==> src/rtl/alu_arbiter_if.sv <==
// Request/response channels for both requesters plus the shared ALU bus of alu_arbiter.
// slave = arbiter side, master = requesters/ALU side.
interface alu_arbiter_if #(
  parameter int WIDTH  = 64,
  parameter int CTRL_W = 4
);
  logic              req0_valid;
  logic              req0_ready;
  logic [WIDTH-1:0]  req0_a;
  logic [WIDTH-1:0]  req0_b;
  logic [CTRL_W-1:0] req0_ctrl;
  logic              rsp0_valid;
  logic              rsp0_ready;
  logic [WIDTH-1:0]  rsp0_result;
  logic              rsp0_zero;
  logic              rsp0_err;

  logic              req1_valid;
  logic              req1_ready;
  logic [WIDTH-1:0]  req1_a;
  logic [WIDTH-1:0]  req1_b;
  logic [CTRL_W-1:0] req1_ctrl;
  logic              rsp1_valid;
  logic              rsp1_ready;
  logic [WIDTH-1:0]  rsp1_result;
  logic              rsp1_zero;
  logic              rsp1_err;

  logic [WIDTH-1:0]  alu_busA;
  logic [WIDTH-1:0]  alu_busB;
  logic [CTRL_W-1:0] alu_ctrl;
  logic [WIDTH-1:0]  alu_busW;
  logic              alu_zero;

  modport slave (
    input  req0_valid, req0_a, req0_b, req0_ctrl, rsp0_ready,
    input  req1_valid, req1_a, req1_b, req1_ctrl, rsp1_ready,
    input  alu_busW, alu_zero,
    output req0_ready, rsp0_valid, rsp0_result, rsp0_zero, rsp0_err,
    output req1_ready, rsp1_valid, rsp1_result, rsp1_zero, rsp1_err,
    output alu_busA, alu_busB, alu_ctrl
  );

  modport master (
    output req0_valid, req0_a, req0_b, req0_ctrl, rsp0_ready,
    output req1_valid, req1_a, req1_b, req1_ctrl, rsp1_ready,
    output alu_busW, alu_zero,
    input  req0_ready, rsp0_valid, rsp0_result, rsp0_zero, rsp0_err,
    input  req1_ready, rsp1_valid, rsp1_result, rsp1_zero, rsp1_err,
    input  alu_busA, alu_busB, alu_ctrl
  );
endinterface

==> src/rtl/alu_arbiter.sv <==
// Round-robin arbiter/sequencer time-sharing one external combinational ALU between two requesters.
// Build macro ALU_OPCHECK_EN: illegal ctrl codes skip the ALU and answer with err=1.
module alu_arbiter #(
  parameter int WIDTH  = 64,
  parameter int CTRL_W = 4
) (
  input  logic         CLK,
  input  logic         Reset,
  alu_arbiter_if.slave bus
);

  typedef enum logic [1:0] {
    IDLE = 2'd0,
    EXEC = 2'd1,
    RESP = 2'd2
  } state_e;

  state_e            state_q, state_d;
  logic              last_grant_q, last_grant_d;
  logic              owner_q, owner_d;
  logic [WIDTH-1:0]  a_q, a_d;
  logic [WIDTH-1:0]  b_q, b_d;
  logic [CTRL_W-1:0] ctrl_q, ctrl_d;
  logic [WIDTH-1:0]  result_q, result_d;
  logic              zero_q, zero_d;
  logic [1:0]        rsp_valid_q, rsp_valid_d;

  logic              gnt0_s;
  logic              gnt1_s;
  logic              rsp_done_s;
  logic [WIDTH-1:0]  sel_a_s;
  logic [WIDTH-1:0]  sel_b_s;
  logic [CTRL_W-1:0] sel_ctrl_s;

`ifdef ALU_OPCHECK_EN
  logic              err_q, err_d;

  function automatic logic is_legal_op(input logic [CTRL_W-1:0] c);
    logic ok;
    case (c)
      CTRL_W'(4'b0000): ok = 1'b1;
      CTRL_W'(4'b0001): ok = 1'b1;
      CTRL_W'(4'b0010): ok = 1'b1;
      CTRL_W'(4'b0110): ok = 1'b1;
      CTRL_W'(4'b0111): ok = 1'b1;
      default:          ok = 1'b0;
    endcase
    return ok;
  endfunction
`endif

  assign sel_a_s    = gnt1_s ? bus.req1_a    : bus.req0_a;
  assign sel_b_s    = gnt1_s ? bus.req1_b    : bus.req0_b;
  assign sel_ctrl_s = gnt1_s ? bus.req1_ctrl : bus.req0_ctrl;
  assign rsp_done_s = owner_q ? bus.rsp1_ready : bus.rsp0_ready;

  // Grant only in IDLE; on contention the requester that did not win last time goes first.
  always_comb begin
    gnt0_s = 1'b0;
    gnt1_s = 1'b0;
    if (state_q == IDLE) begin
      if (bus.req0_valid && bus.req1_valid) begin
        if (last_grant_q) begin
          gnt0_s = 1'b1;
        end else begin
          gnt1_s = 1'b1;
        end
      end else begin
        gnt0_s = bus.req0_valid;
        gnt1_s = bus.req1_valid;
      end
    end else begin
      gnt0_s = 1'b0;
      gnt1_s = 1'b0;
    end
  end

  assign bus.req0_ready = gnt0_s;
  assign bus.req1_ready = gnt1_s;

  // Sequencer next state: accept in IDLE, sample the ALU in EXEC, hold the response in RESP.
  always_comb begin
    state_d      = state_q;
    last_grant_d = last_grant_q;
    owner_d      = owner_q;
    a_d          = a_q;
    b_d          = b_q;
    ctrl_d       = ctrl_q;
    result_d     = result_q;
    zero_d       = zero_q;
    rsp_valid_d  = rsp_valid_q;
`ifdef ALU_OPCHECK_EN
    err_d        = err_q;
`endif
    case (state_q)
      IDLE: begin
        if (gnt0_s || gnt1_s) begin
          a_d          = sel_a_s;
          b_d          = sel_b_s;
          ctrl_d       = sel_ctrl_s;
          owner_d      = gnt1_s;
          last_grant_d = gnt1_s;
`ifdef ALU_OPCHECK_EN
          if (is_legal_op(sel_ctrl_s)) begin
            state_d = EXEC;
            err_d   = 1'b0;
          end else begin
            // Illegal op never reaches the ALU result path; answer immediately.
            state_d     = RESP;
            result_d    = {WIDTH{1'b0}};
            zero_d      = 1'b0;
            err_d       = 1'b1;
            rsp_valid_d = gnt1_s ? 2'b10 : 2'b01;
          end
`else
          state_d = EXEC;
`endif
        end else begin
          state_d = IDLE;
        end
      end
      EXEC: begin
        result_d    = bus.alu_busW;
        zero_d      = bus.alu_zero;
        state_d     = RESP;
        rsp_valid_d = owner_q ? 2'b10 : 2'b01;
      end
      RESP: begin
        if (rsp_done_s) begin
          state_d     = IDLE;
          rsp_valid_d = 2'b00;
        end else begin
          state_d     = RESP;
        end
      end
      default: begin
        state_d     = IDLE;
        rsp_valid_d = 2'b00;
      end
    endcase
  end

  // State registers with synchronous reset; reset drops any in-flight op.
  always_ff @(posedge CLK) begin
    if (Reset) begin
      state_q      <= IDLE;
      last_grant_q <= 1'b1;
      owner_q      <= 1'b0;
      a_q          <= {WIDTH{1'b0}};
      b_q          <= {WIDTH{1'b0}};
      ctrl_q       <= {CTRL_W{1'b0}};
      result_q     <= {WIDTH{1'b0}};
      zero_q       <= 1'b0;
      rsp_valid_q  <= 2'b00;
`ifdef ALU_OPCHECK_EN
      err_q        <= 1'b0;
`endif
    end else begin
      state_q      <= state_d;
      last_grant_q <= last_grant_d;
      owner_q      <= owner_d;
      a_q          <= a_d;
      b_q          <= b_d;
      ctrl_q       <= ctrl_d;
      result_q     <= result_d;
      zero_q       <= zero_d;
      rsp_valid_q  <= rsp_valid_d;
`ifdef ALU_OPCHECK_EN
      err_q        <= err_d;
`endif
    end
  end

  assign bus.alu_busA = a_q;
  assign bus.alu_busB = b_q;
  assign bus.alu_ctrl = ctrl_q;

  assign bus.rsp0_valid  = rsp_valid_q[0];
  assign bus.rsp1_valid  = rsp_valid_q[1];
  assign bus.rsp0_result = rsp_valid_q[0] ? result_q : {WIDTH{1'b0}};
  assign bus.rsp1_result = rsp_valid_q[1] ? result_q : {WIDTH{1'b0}};
  assign bus.rsp0_zero   = rsp_valid_q[0] & zero_q;
  assign bus.rsp1_zero   = rsp_valid_q[1] & zero_q;
`ifdef ALU_OPCHECK_EN
  assign bus.rsp0_err    = rsp_valid_q[0] & err_q;
  assign bus.rsp1_err    = rsp_valid_q[1] & err_q;
`else
  assign bus.rsp0_err    = 1'b0;
  assign bus.rsp1_err    = 1'b0;
`endif

endmodule

==> src/flat_wrapper.sv <==
// flat-port wrapper written by rule: the top's interface ports become plain ports
module alu_arbiter_flat 
#(
  parameter int WIDTH  = 64,
  parameter int CTRL_W = 4
)
  (CLK, Reset, bus_req0_valid, bus_req0_a, bus_req0_b, bus_req0_ctrl, bus_rsp0_ready, bus_req1_valid, bus_req1_a, bus_req1_b, bus_req1_ctrl, bus_rsp1_ready, bus_alu_busW, bus_alu_zero, bus_req0_ready, bus_rsp0_valid, bus_rsp0_result, bus_rsp0_zero, bus_rsp0_err, bus_req1_ready, bus_rsp1_valid, bus_rsp1_result, bus_rsp1_zero, bus_rsp1_err, bus_alu_busA, bus_alu_busB, bus_alu_ctrl);
  alu_arbiter_if #(.WIDTH(WIDTH), .CTRL_W(CTRL_W)) bus_i ();
  input  logic CLK;
  input  logic Reset;
  input wire logic [$bits(bus_i.req0_valid)-1:0] bus_req0_valid;
  input wire logic [$bits(bus_i.req0_a)-1:0] bus_req0_a;
  input wire logic [$bits(bus_i.req0_b)-1:0] bus_req0_b;
  input wire logic [$bits(bus_i.req0_ctrl)-1:0] bus_req0_ctrl;
  input wire logic [$bits(bus_i.rsp0_ready)-1:0] bus_rsp0_ready;
  input wire logic [$bits(bus_i.req1_valid)-1:0] bus_req1_valid;
  input wire logic [$bits(bus_i.req1_a)-1:0] bus_req1_a;
  input wire logic [$bits(bus_i.req1_b)-1:0] bus_req1_b;
  input wire logic [$bits(bus_i.req1_ctrl)-1:0] bus_req1_ctrl;
  input wire logic [$bits(bus_i.rsp1_ready)-1:0] bus_rsp1_ready;
  input wire logic [$bits(bus_i.alu_busW)-1:0] bus_alu_busW;
  input wire logic [$bits(bus_i.alu_zero)-1:0] bus_alu_zero;
  output wire logic [$bits(bus_i.req0_ready)-1:0] bus_req0_ready;
  output wire logic [$bits(bus_i.rsp0_valid)-1:0] bus_rsp0_valid;
  output wire logic [$bits(bus_i.rsp0_result)-1:0] bus_rsp0_result;
  output wire logic [$bits(bus_i.rsp0_zero)-1:0] bus_rsp0_zero;
  output wire logic [$bits(bus_i.rsp0_err)-1:0] bus_rsp0_err;
  output wire logic [$bits(bus_i.req1_ready)-1:0] bus_req1_ready;
  output wire logic [$bits(bus_i.rsp1_valid)-1:0] bus_rsp1_valid;
  output wire logic [$bits(bus_i.rsp1_result)-1:0] bus_rsp1_result;
  output wire logic [$bits(bus_i.rsp1_zero)-1:0] bus_rsp1_zero;
  output wire logic [$bits(bus_i.rsp1_err)-1:0] bus_rsp1_err;
  output wire logic [$bits(bus_i.alu_busA)-1:0] bus_alu_busA;
  output wire logic [$bits(bus_i.alu_busB)-1:0] bus_alu_busB;
  output wire logic [$bits(bus_i.alu_ctrl)-1:0] bus_alu_ctrl;
  assign bus_i.req0_valid = bus_req0_valid;
  assign bus_i.req0_a = bus_req0_a;
  assign bus_i.req0_b = bus_req0_b;
  assign bus_i.req0_ctrl = bus_req0_ctrl;
  assign bus_i.rsp0_ready = bus_rsp0_ready;
  assign bus_i.req1_valid = bus_req1_valid;
  assign bus_i.req1_a = bus_req1_a;
  assign bus_i.req1_b = bus_req1_b;
  assign bus_i.req1_ctrl = bus_req1_ctrl;
  assign bus_i.rsp1_ready = bus_rsp1_ready;
  assign bus_i.alu_busW = bus_alu_busW;
  assign bus_i.alu_zero = bus_alu_zero;
  assign bus_req0_ready = bus_i.req0_ready;
  assign bus_rsp0_valid = bus_i.rsp0_valid;
  assign bus_rsp0_result = bus_i.rsp0_result;
  assign bus_rsp0_zero = bus_i.rsp0_zero;
  assign bus_rsp0_err = bus_i.rsp0_err;
  assign bus_req1_ready = bus_i.req1_ready;
  assign bus_rsp1_valid = bus_i.rsp1_valid;
  assign bus_rsp1_result = bus_i.rsp1_result;
  assign bus_rsp1_zero = bus_i.rsp1_zero;
  assign bus_rsp1_err = bus_i.rsp1_err;
  assign bus_alu_busA = bus_i.alu_busA;
  assign bus_alu_busB = bus_i.alu_busB;
  assign bus_alu_ctrl = bus_i.alu_ctrl;
  alu_arbiter #(.WIDTH(WIDTH), .CTRL_W(CTRL_W)) u_core (.CLK(CLK), .Reset(Reset), .bus(bus_i));
endmodule
==> config.mk <==
export PLATFORM = sky130hd
export DESIGN_NAME = alu_arbiter_flat
export DESIGN_NICKNAME = d
export VERILOG_FILES = /design/src/rtl/alu_arbiter_if.sv /design/src/rtl/alu_arbiter.sv /design/src/flat_wrapper.sv
export SDC_FILE = /design/constraint.sdc
export NUM_CORES = 1
export LEC_CHECK = 0
export BUFFER_PORTS_ARGS = -buffer_cell sky130_fd_sc_hd__buf_4
export CAP_MARGIN = 20
export CORE_AREA = 2 2 238 240
export CTS_CLUSTER_SIZE = 20
export DETAILED_ROUTE_END_ITERATION = 10
export DIE_AREA = 0 0 240 242
export GPL_ROUTABILITY_DRIVEN = 0
export SLEW_MARGIN = 20
export SYNTH_ARGS = -nofsm -noshare
export SYNTH_HDL_FRONTEND = slang
export SYNTH_SLANG_ARGS = --single-unit
==> constraint.sdc <==
create_clock -name CLK -period 2 [get_ports CLK]
set_input_delay 0.4 -clock CLK [delete_from_list [all_inputs] [get_ports CLK]]
set_output_delay 0.4 -clock CLK [all_outputs]
set_load 0.05 [all_outputs]
==> results.yml <==
sta:
  grt_setup_unrepaired: "yes"
  clock.fmax_ghz: 0.469
  holdWs_ns: 0.0961
  max_slew.worst_pin.slew_ns: 0.746
  maxSlewViolCount: 0
  period_share_pct: 107
  finalCriticalPeriod_ns: 2.13
  slew_headroom_pct: 50.3
  hold_viol_final: 0
  setup_violations: 1
  fin_skew_ns: 0.00817
  setup_ws_ns: -0.134
cts:
  cts_tree: "done"
  clockBufferDepth: 3
  h-tree-depth: 1
  clockRootBuffer: "clkbuf_16"
  clkTransAtPathRegs_ns: 0.06
  cts-buffers-inserted: 25
  cts_hold_buffers: 0
  clock_latency_ns: 0.55
  clkSinkCount: 203
layout:
  regArea_sq_um: 4080
  layout-drive-gt1-share_pct: 40.9
  area_growth_pct: 60.0
  final_nets: 2110
  final_util_pct: 31.7
  multi_input_area_sq_um: 6320
  fillers: 5912
pwr:
  p_per_area_nw_per_um2: 838
  cellLeakagePower_nw: 7.63
  ir_drop_mv: 0.529
place:
  place_ws_ns: 0.0518
  port_buffers: 600
  hpwl_um: 35200
detailed_routing:
  num_vias: 12000
  ant_nets: 0
  detail_route.iter0.violations: 627
  drc_errors: 0
  drt-total-wl_um: 50000
  routedWlPerCell_um: 19.6
  dr.pass1.iters: 5
  via_per_inst: 4.72
setup_path:
  crit_top_cell: "buf_6"
  required_ns: 1.60
  regToRegEndpoint: "u_core.bus.alu_busB[18]"
  cp_top_family: "simple AND/OR/NAND/NOR gates"
  r2r_start: "u_core.state_q[1]"
  worst-path-buf-inv: 2
  cpMaxStageDelayCell: "or3b_4"
  worstPathArrival_ns: 1.73
  slowest_delay_ns: 0.42
  reg2reg_slack_ns: 0.12
  ff2ff_path_depth: 7
  endpoint_kind: "output pin"
  critPathKind: "reg -> out"
  path_cells: "buf_6 > or3b_4 > a21oi_4 > buf_6"
  startpoint_type: "flop"
  cp.depth: 4
  crit_fanout: 5
global_routing:
  grt_overflow_total: 0
  grt_antenna_before_repair: 2
  grt_pass1_wl_um: 73700
  grt.total_usage_pct: 16.1
  grt_max_degree: 134
  grt_pass1_vias: 11900
synth:
  ys_types: 29
  synthTopCellsByCount: "203 x dfxtp_1, 143 x clkbuf_1, 133 x nor2b_1"
  yosys_warnings: 0
  synth_top_area_share_pct: 36.8
  synthArstFlopShare_pct: 0
  synthTopCellsByArea: "dfxtp_1 37%, a221o_1 12%, and4_1 10%"
  seq_area_frac_synth_pct: 36.8
  post_synth.cell_area_avg_sq_um: 8.81
  yosysMostFrequentCell: "dfxtp_1"
  synth_edf_count: 0
  synth_ff_type: "dfxtp_1"
  syn_area_sq_um: 11000
  yosysTopAreaCell: "dfxtp_1"
  ys_ff_latch: 203
  synthCells: 1253
floorplan:
  core_sq_um: 55700
  initial_utilization_pct: 19.8
  row_count: 87
  dieArea_sq_um: 58100
  die_h_um: 242
  die_x_um: 240
  io_pins: 603
run_status:
  status: "finished, violations left"
  violations: "negative setup slack"
min_path:
  min_path_type: "in -> reg"
  whs_endpoint: "u_core.result_q[0]"
  whs_path_depth: 3
  holdCritStartpoint: "bus_alu_busW[0]"
job:
  max-cap-violations: 0
worst max path at each step:
stage               slack, ns             startpoint                      end
floorplan                0.02  u_core.rsp_valid_q[0]       bus_rsp0_result[0]
finish                  -0.13      u_core.state_q[1]           bus_req0_ready
global placement         0.09         bus_req1_valid  u_core.bus.alu_busB[32]
CTS                     -0.19      u_core.state_q[1]           bus_req0_ready
detailed placement       0.05         bus_req1_valid  u_core.bus.alu_busB[27]
global route            -0.18      u_core.state_q[1]           bus_req0_ready
cell families (layout without fill, tap and decap cells):
| family | Yosys count | after routing | share of synthesized area (%) |
|---|---|---|---|
| AND/OR/NAND/NOR | 670 | 670 | 41.0 |
| AO/OA/AOI/OAI | 205 | 205 | 15.4 |
| flip-flops | 203 | 203 | 36.8 |
| buffers and inverters | 173 | 713 | 6.65 |
| other | 1 | 4 | 0.0340 |
| multiplexers | 1 | 1 | 0.0906 |
registers in the layout (all words and copies together) (netlist names):
| name | count |
|---|---|
| u_core.result_q | 64 |
| u_core.bus.alu_ctrl | 4 |
| u_core.bus.alu_busA | 64 |
| u_core.bus.alu_busB | 64 |
| u_core.zero_q | 1 |
| u_core.state_q | 2 |
| u_core.last_grant_q | 1 |
| u_core.rsp_valid_q | 2 |
| u_core.owner_q | 1 |
repair_timing:
item,in CTS,in global routing
endpoints found under the hold margin,0,0
setup endpoints to repair,124,2
pin swaps,2,2
setup buffers,8,2
resized for setup,29,7
layer usage:
layer / track usage, % / share of wire (%)
met1: 19.6 / 41
met2: 28.8 / 50
met3: 3.04 / 6.9
met4: 4.37 / 2.2
met5: 0 / 0
report_power, final:
part / total (mW) / internal (mW) / switching (mW)
clock: 5.58 / 3.60 / 1.98
sequential: 4.80 / 4.49 / 0.305
combinational: 4.43 / 1.67 / 2.77
placed cells by master (no fill, tap or decap), types with 2 or more instances in the layout:
cell	count
buf_8	2
a221o_1	132
clkbuf_16	25
and2_1	121
inv_1	3
buf_4	626
nand2_1	131
conb_1	2
and2_2	7
clkbuf_8	4
inv_6	2
dfxtp_4	3
o32ai_1	2
buf_12	20
and4_1	132
and2_4	2
a21oi_1	67
clkinvlp_4	2
diode_2	2
nor2_4	2
buf_6	15
dfxtp_1	199
bufinv_16	9
nor4b_1	132
clkinv_2	4
nor2b_1	132
nand2b_1	2
tightest hold or removal path, stage by stage:
cell,delay [ns]
buf_4,0.11
nand2_1,0.04
a21oi_1,0.05
final cells by class:
class / instances / area share [%]
Sequential cell: 203 / 23.1
Tap cell: 756 / 5.35
Inverter: 4 / 0.0991
Clock buffer: 29 / 3.85
Clock inverter: 17 / 1.83
Antenna cell: 2 / 0.0283
Timing Repair Buffer: 663 / 30.0
Multi-Input combinational cell: 878 / 35.8
through the flow:
stage               std cells  TNS (ns)  total power, mW  area [sq um]
floorplan                1254         0             7.46         11100
global placement         2494         0             9.24         16500
detailed placement       2494         0             9.29         16500
CTS                      2548    -0.193             15.0         17600
global route             2551    -0.187             15.4         17700
finish                   2552    -0.134             14.8         17700
No activity file was read; power rests on OpenSTA's default activity.
